<file path="config.mk">
export PLATFORM = sky130hd
export DESIGN_NAME = axis_bram_capture
export DESIGN_NICKNAME = d
export VERILOG_FILES = /design/src/rtl/axis_bram_capture.sv
export SDC_FILE = /design/constraint.sdc
export NUM_CORES = 1
export LEC_CHECK = 0
export CAP_MARGIN = 10
export CORE_ASPECT_RATIO = 0.7
export CORE_MARGIN = 2
export CORE_UTILIZATION = 48
export CTS_BUF_LIST = sky130_fd_sc_hd__clkbuf_8
export DETAILED_ROUTE_END_ITERATION = 8
export GPL_TIMING_DRIVEN = 0
export MAX_ROUTING_LAYER = met4
export PLACE_DENSITY = 0.81
export SLEW_MARGIN = 20
export SYNTH_ARGS = -nofsm -noshare
export SYNTH_HDL_FRONTEND = slang
export SYNTH_SLANG_ARGS = --single-unit
</file>
<file path="constraint.sdc">
create_clock -name aclk -period 3.24 [get_ports aclk]
set_clock_uncertainty 0.05 [all_clocks]
set_input_delay 0.486 -clock aclk [delete_from_list [all_inputs] [get_ports aclk]]
set_output_delay 0.486 -clock aclk [all_outputs]
set_load 0.03 [all_outputs]
</file>
<file path="src/rtl/axis_bram_capture.sv">
// Triggered AXI4-Stream to BRAM capture engine.
// Packs samples into BRAM words, runs a ring buffer and stops after a post-trigger count.
module axis_bram_capture #(
    parameter int AXIS_TDATA_WIDTH = 16,
    parameter int BRAM_DATA_WIDTH  = 32,
    parameter int BRAM_ADDR_WIDTH  = 10
) (
    input  logic                           aclk,
    input  logic                           aresetn,
    input  logic [BRAM_ADDR_WIDTH:0]       cfg_length,
    input  logic [BRAM_ADDR_WIDTH:0]       cfg_post,
    input  logic                           start,
    input  logic                           trigger,
    output logic [BRAM_ADDR_WIDTH-1:0]     sts_addr,
    output logic [BRAM_ADDR_WIDTH-1:0]     sts_trg_addr,
    output logic                           sts_wrapped,
    output logic                           sts_done,
    input  logic [AXIS_TDATA_WIDTH-1:0]    s_axis_tdata,
    input  logic                           s_axis_tvalid,
    output logic                           s_axis_tready,
    output logic                           b_bram_clk,
    output logic                           b_bram_rst,
    output logic                           b_bram_en,
    output logic [BRAM_DATA_WIDTH/8-1:0]   b_bram_we,
    output logic [BRAM_ADDR_WIDTH-1:0]     b_bram_addr,
    output logic [BRAM_DATA_WIDTH-1:0]     b_bram_wdata
);

    localparam int R  = BRAM_DATA_WIDTH / AXIS_TDATA_WIDTH;
    localparam int CW = (R > 1) ? $clog2(R) : 1;
    localparam int LW = BRAM_ADDR_WIDTH + 1;
    localparam int AW = BRAM_ADDR_WIDTH;

    typedef enum logic [1:0] {IDLE, RUN, POST, DONE} state_t;

    state_t                     state_q;
    logic [LW-1:0]              len_q;
    logic [LW-1:0]              post_q;
    logic [AW-1:0]              addr_q;
    logic [AW-1:0]              trg_addr_q;
    logic                       wrapped_q;
    logic                       done_q;
    logic [CW-1:0]              cnt_q;
    logic [BRAM_DATA_WIDTH-1:0] pack_q;
    logic                       en_q;
    logic [BRAM_DATA_WIDTH/8-1:0] we_q;
    logic [AW-1:0]              baddr_q;
    logic [BRAM_DATA_WIDTH-1:0] wdata_q;

    logic [BRAM_DATA_WIDTH-1:0] word_d;
    logic [AW-1:0]              addr_d;
    logic                       wrap_hit;
    logic                       complete;
    logic                       accept;
    logic                       kill;
    logic                       wr;

    always_comb begin
        word_d = pack_q;
        for (int k = 0; k < R; k++) begin
            if (cnt_q == CW'(k))
                word_d[k*AXIS_TDATA_WIDTH +: AXIS_TDATA_WIDTH] = s_axis_tdata;
        end
    end

    assign complete = (cnt_q == CW'(R - 1));
    assign accept   = s_axis_tvalid && (state_q == RUN || state_q == POST);
    // A zero post count drops the trigger-cycle sample and any partial word.
    assign kill     = (state_q == RUN && trigger && cfg_post == '0) ||
                      (state_q == POST && post_q == '0);
    assign wr       = accept && !kill && complete;
    assign wrap_hit = ({1'b0, addr_q} == len_q - LW'(1));
    assign addr_d   = wrap_hit ? '0 : addr_q + AW'(1);

    always_ff @(posedge aclk) begin
        if (!aresetn) begin
            state_q    <= IDLE;
            len_q      <= '0;
            post_q     <= '0;
            addr_q     <= '0;
            trg_addr_q <= '0;
            wrapped_q  <= 1'b0;
            done_q     <= 1'b0;
            cnt_q      <= '0;
            pack_q     <= '0;
            en_q       <= 1'b0;
            we_q       <= '0;
            baddr_q    <= '0;
            wdata_q    <= '0;
        end else begin
            en_q <= 1'b0;
            we_q <= '0;

            if (accept && !kill) begin
                if (complete) begin
                    en_q    <= 1'b1;
                    we_q    <= '1;
                    baddr_q <= addr_q;
                    wdata_q <= word_d;
                    addr_q  <= addr_d;
                    cnt_q   <= '0;
                    pack_q  <= '0;
                    if (wrap_hit)
                        wrapped_q <= 1'b1;
                end else begin
                    cnt_q  <= cnt_q + CW'(1);
                    pack_q <= word_d;
                end
            end
            if (kill) begin
                cnt_q  <= '0;
                pack_q <= '0;
            end

            unique case (state_q)
                IDLE, DONE: begin
                    if (start) begin
                        len_q      <= cfg_length;
                        addr_q     <= '0;
                        cnt_q      <= '0;
                        pack_q     <= '0;
                        wrapped_q  <= 1'b0;
                        done_q     <= 1'b0;
                        trg_addr_q <= '0;
                        if (trigger) begin
                            post_q  <= cfg_post;
                            state_q <= POST;
                        end else begin
                            state_q <= RUN;
                        end
                    end
                end
                RUN: begin
                    if (trigger) begin
                        trg_addr_q <= addr_q;
                        if (cfg_post == '0) begin
                            state_q <= DONE;
                            done_q  <= 1'b1;
                        end else if (wr) begin
                            // Trigger-cycle sample completed a word: it is the first post write.
                            post_q <= cfg_post - LW'(1);
                            if (cfg_post == LW'(1)) begin
                                state_q <= DONE;
                                done_q  <= 1'b1;
                            end else begin
                                state_q <= POST;
                            end
                        end else begin
                            post_q  <= cfg_post;
                            state_q <= POST;
                        end
                    end
                end
                POST: begin
                    if (post_q == '0) begin
                        state_q <= DONE;
                        done_q  <= 1'b1;
                    end else if (wr) begin
                        post_q <= post_q - LW'(1);
                        if (post_q == LW'(1)) begin
                            state_q <= DONE;
                            done_q  <= 1'b1;
                        end
                    end
                end
                default: state_q <= IDLE;
            endcase
        end
    end

    assign sts_addr      = addr_q;
    assign sts_trg_addr  = trg_addr_q;
    assign sts_wrapped   = wrapped_q;
    assign sts_done      = done_q;
    assign s_axis_tready = 1'b1;
    assign b_bram_clk    = aclk;
    assign b_bram_rst    = ~aresetn;
    assign b_bram_en     = en_q;
    assign b_bram_we     = we_q;
    assign b_bram_addr   = baddr_q;
    assign b_bram_wdata  = wdata_q;

endmodule

</file>
==> flow_summary_export.csv <==
group,metric,value,unit
finish,instances_no_fill,1005,
finish,fin_nets,890,
worst_setup_path,reg2reg_depth,14,
timing,worst_pin_slew,924.3,ps
job,drv_cap,0,
clock_network,cts.clk_slew.worst_paths,80,ps
pwr,p_int,3.216,mW
logic_synthesis,yosys-top-cells-area,"dfxtp_1, a21oi_1, nand2_1, mux2i_1, nor2_1",
logic_synthesis,ys_types,58,
worst_setup_path,critPathMaxFanout,9,
route,routed_wl,17470,um
global_route,grt_overflow,0,
worst_setup_path,reg2reg_from,"post_q[0]",
status,status,"finished, final reports clean",
timing,max_freq,318.8,MHz
pwr,p_sw,2.260,mW
logic_synthesis,synthCells,701,
place,dp_hpwl,12380,um
global_route,grt_pass1_vias,5454,
worst_setup_path,crit_start,"cfg_post[5]",
finish,area_growth,31.34,%
pwr,p_seq_share,33.9,%
pwr,irDropWorstVdd,0.4280,mV
die,io_pins,115,
place,io_buffers,112,
global_route,grt_pass1_wl,27080,um
die,core,0.01169,mm^2
finish,drive_above_1_share,8.373,%
pwr,power.density,725.3,mW/mm^2
pwr,p_sw_share,41.27,%
logic_synthesis,ys_warn_count,0,
logic_synthesis,async_flop_share,0,%
route,drt_iter0_markers,618,
worst_setup_path,worstSetupPathType,"in -> reg",
worst_setup_path,endpoint_kind,"flip-flop",
timing,slew-limit-headroom,37.96,%
die,fp.dieW,134.8,um
logic_synthesis,synth.avg_cell_area,8.202,um^2
timing,fin_crit,3137,ps
die,num_rows,33,
worst_setup_path,critPathLaunchType,"primary input",
timing,hold_ws,337.6,ps
die,initial_core_util,49.20,%
logic_synthesis,synth_area,0.005749,mm^2
logic_synthesis,synth_seq_cells,122,
logic_synthesis,synth_top_area_share,42.48,%
clock_network,insertion_delay,540,ps
logic_synthesis,synth.most_common_cell,"dfxtp_1",
pwr,finalPower,5.476,mW
hold_path,hold_class,"in -> reg",
global_route,antenna_found_initial,0,
place,place_congestion,0.9238,
pwr,clockPowerShare,26.1,%
worst_setup_path,required,3590,ps
die,dieArea,0.01288,mm^2
logic_synthesis,yosysTopAreaCell,"dfxtp_1",
die,dieHeight,95.57,um
route,via_per_inst,5.743,
timing,setup_violations,0,
global_route,grt_usage,27.88,%
place,placed_cells_incl_taps,970,
logic_synthesis,seq_area_frac_synth,42.48,%
route,dr_total_vias,5772,
timing,drv_slew,0,
pwr,power_leakage,2.734,nW
worst_setup_path,rrSetupSlack,150,ps
worst_setup_path,worstReg2RegEnd,"post_q[10]",
logic_synthesis,synth-edff-count,0,
logic_synthesis,syn_nets,755,
timing,min_period_over_period,96.83,%
logic_synthesis,synth_common_cells,"dfxtp_1, a21oi_1, nand2_1, nor2_1, clkbuf_1",
route,drc,0,
finish,postLayoutCoreUtil,64.62,%
finish,n_antenna_cell,0,
clock_network,cts_tree,"yes",
worst_setup_path,critPathArrivalTime,3490,ps
timing,fin_tns_setup,0,ps
global_route,grt_max_degree,17,
route,wire_per_inst,17.38,um
pwr,power_frac_comb,39.9,%
worst_setup_path,critPathCapture,"post_q[8]",
route,ant_nets,0,
logic_synthesis,synth_flop_cell,"dfxtp_1",
timing,hold_viol,0,
route,first_pass_iters,5,
finish,fillers,958,
[repair_timing]
action,4_1_cts,5_1_grt
resized for setup,9,13
hold buffers,0,0
endpoints found under the setup margin,17,7
setup buffers,1,1
cloned,0,0
pin swaps,1,4
[cell families (layout without fill, tap and decap cells)]
group,after synthesis,count (layout),synth area share (%)
AO/OA/AOI/OAI,191,191,19.87
XOR/XNOR,20,20,3.047
adder cells (fa/ha/maj),11,11,2.394
buffers and inverters,75,222,5.789
flip-flops,122,122,42.48
multiplexers,28,28,4.897
other,1,1,0.06523
AND/OR/NAND/NOR,253,253,21.46
[worst min-delay path by stage]
| stage | startpoint | end | slack [ps] | depth (start not counted) |
|---|---|---|---|---|
| after floorplan | pack_q[16] | pack_q[16] | 380 | 1 |
| after global placement | pack_q[28] | pack_q[28] | 390 | 1 |
| after detailed placement | pack_q[16] | pack_q[16] | 390 | 1 |
| after CTS | aresetn | post_q[10] | 340 | 3 |
| after global routing | cfg_post[1] | post_q[1] | 360 | 3 |
| final | aresetn | post_q[10] | 340 | 3 |
[area by class of cell]
class                           count  area, um^2  share of cell area [%]
Clock buffer                       21       285.3                   3.778
Inverter                           18       67.56                  0.8948
Tap cell                          157       196.4                   2.601
Multi-Input combinational cell    504        3037                   40.22
Clock inverter                     14       123.9                   1.640
Timing Repair Buffer              113        1127                   14.93
Sequential cell                   122        2445                   32.38
Buffer                             56       269.0                   3.563
[metal layers]
layer  routed length, um  global-route usage, %
met5                   0                      -
met4                 267                  10.18
met3                1645                  6.007
met2                7593                  39.68
met1                7964                  38.82
[layout by cell type (no fill, tap or decap), types with 7 or more instances in the layout]
cell	instances
ha_1	10
nand3b_1	7
buf_4	11
inv_1	17
nand2_1	82
a211oi_1	22
nor2b_1	18
xor2_1	11
nor2_1	70
xnor2_1	9
clkdlybuf4s50_1	110
or4_1	7
clkbuf_8	21
dfxtp_1	120
nor3_1	8
a21oi_1	85
o21ai_0	33
and2_1	17
nand3_1	11
clkbuf_1	33
mux2i_1	27
a22oi_1	13
[state kept, by name (all words and copies together), names as in the netlist]
name          cells
post_q           11
state_q           2
pack_q           32
b_bram_addr      10
sts_wrapped       1
b_bram_we         1
sts_addr         10
cnt_q             1
len_q            11
sts_done          1
b_bram_wdata     32
sts_trg_addr     10
[per-stage QoR]
step	setup WS [ps]	instance area, um^2
after global routing	-14.41	7551
after CTS	51.53	7497
after detailed placement	-1024	7067
final	102.8	7551
after floorplan	233.1	5749
after global placement	-928.4	7067
[power by group through the flow]
stage               clock network (mW)  logic, mW  registers (mW)
floorplan                       0.0462       1.41            1.91
detailed placement              0.0685       2.08            1.88
CTS                               1.44       2.10            1.85
finish                            1.43       2.19            1.86
global placement                0.0685       2.03            1.87
global route                      1.52       2.40            1.88
[critical path: stages]
cell and delay (ps):
clkdlybuf4s50_1 490, or3_1 370, buf_2 180, nor4_4 350, a21oi_2 130, and2_4 180
ha_1 170, buf_4 170, nand2_1 110, or4_4 150, nor2_1 80, a22oi_1 200
nor2_1 50, a21oi_1 270, a21oi_1 120
No activity file was read; power rests on OpenSTA's default activity.
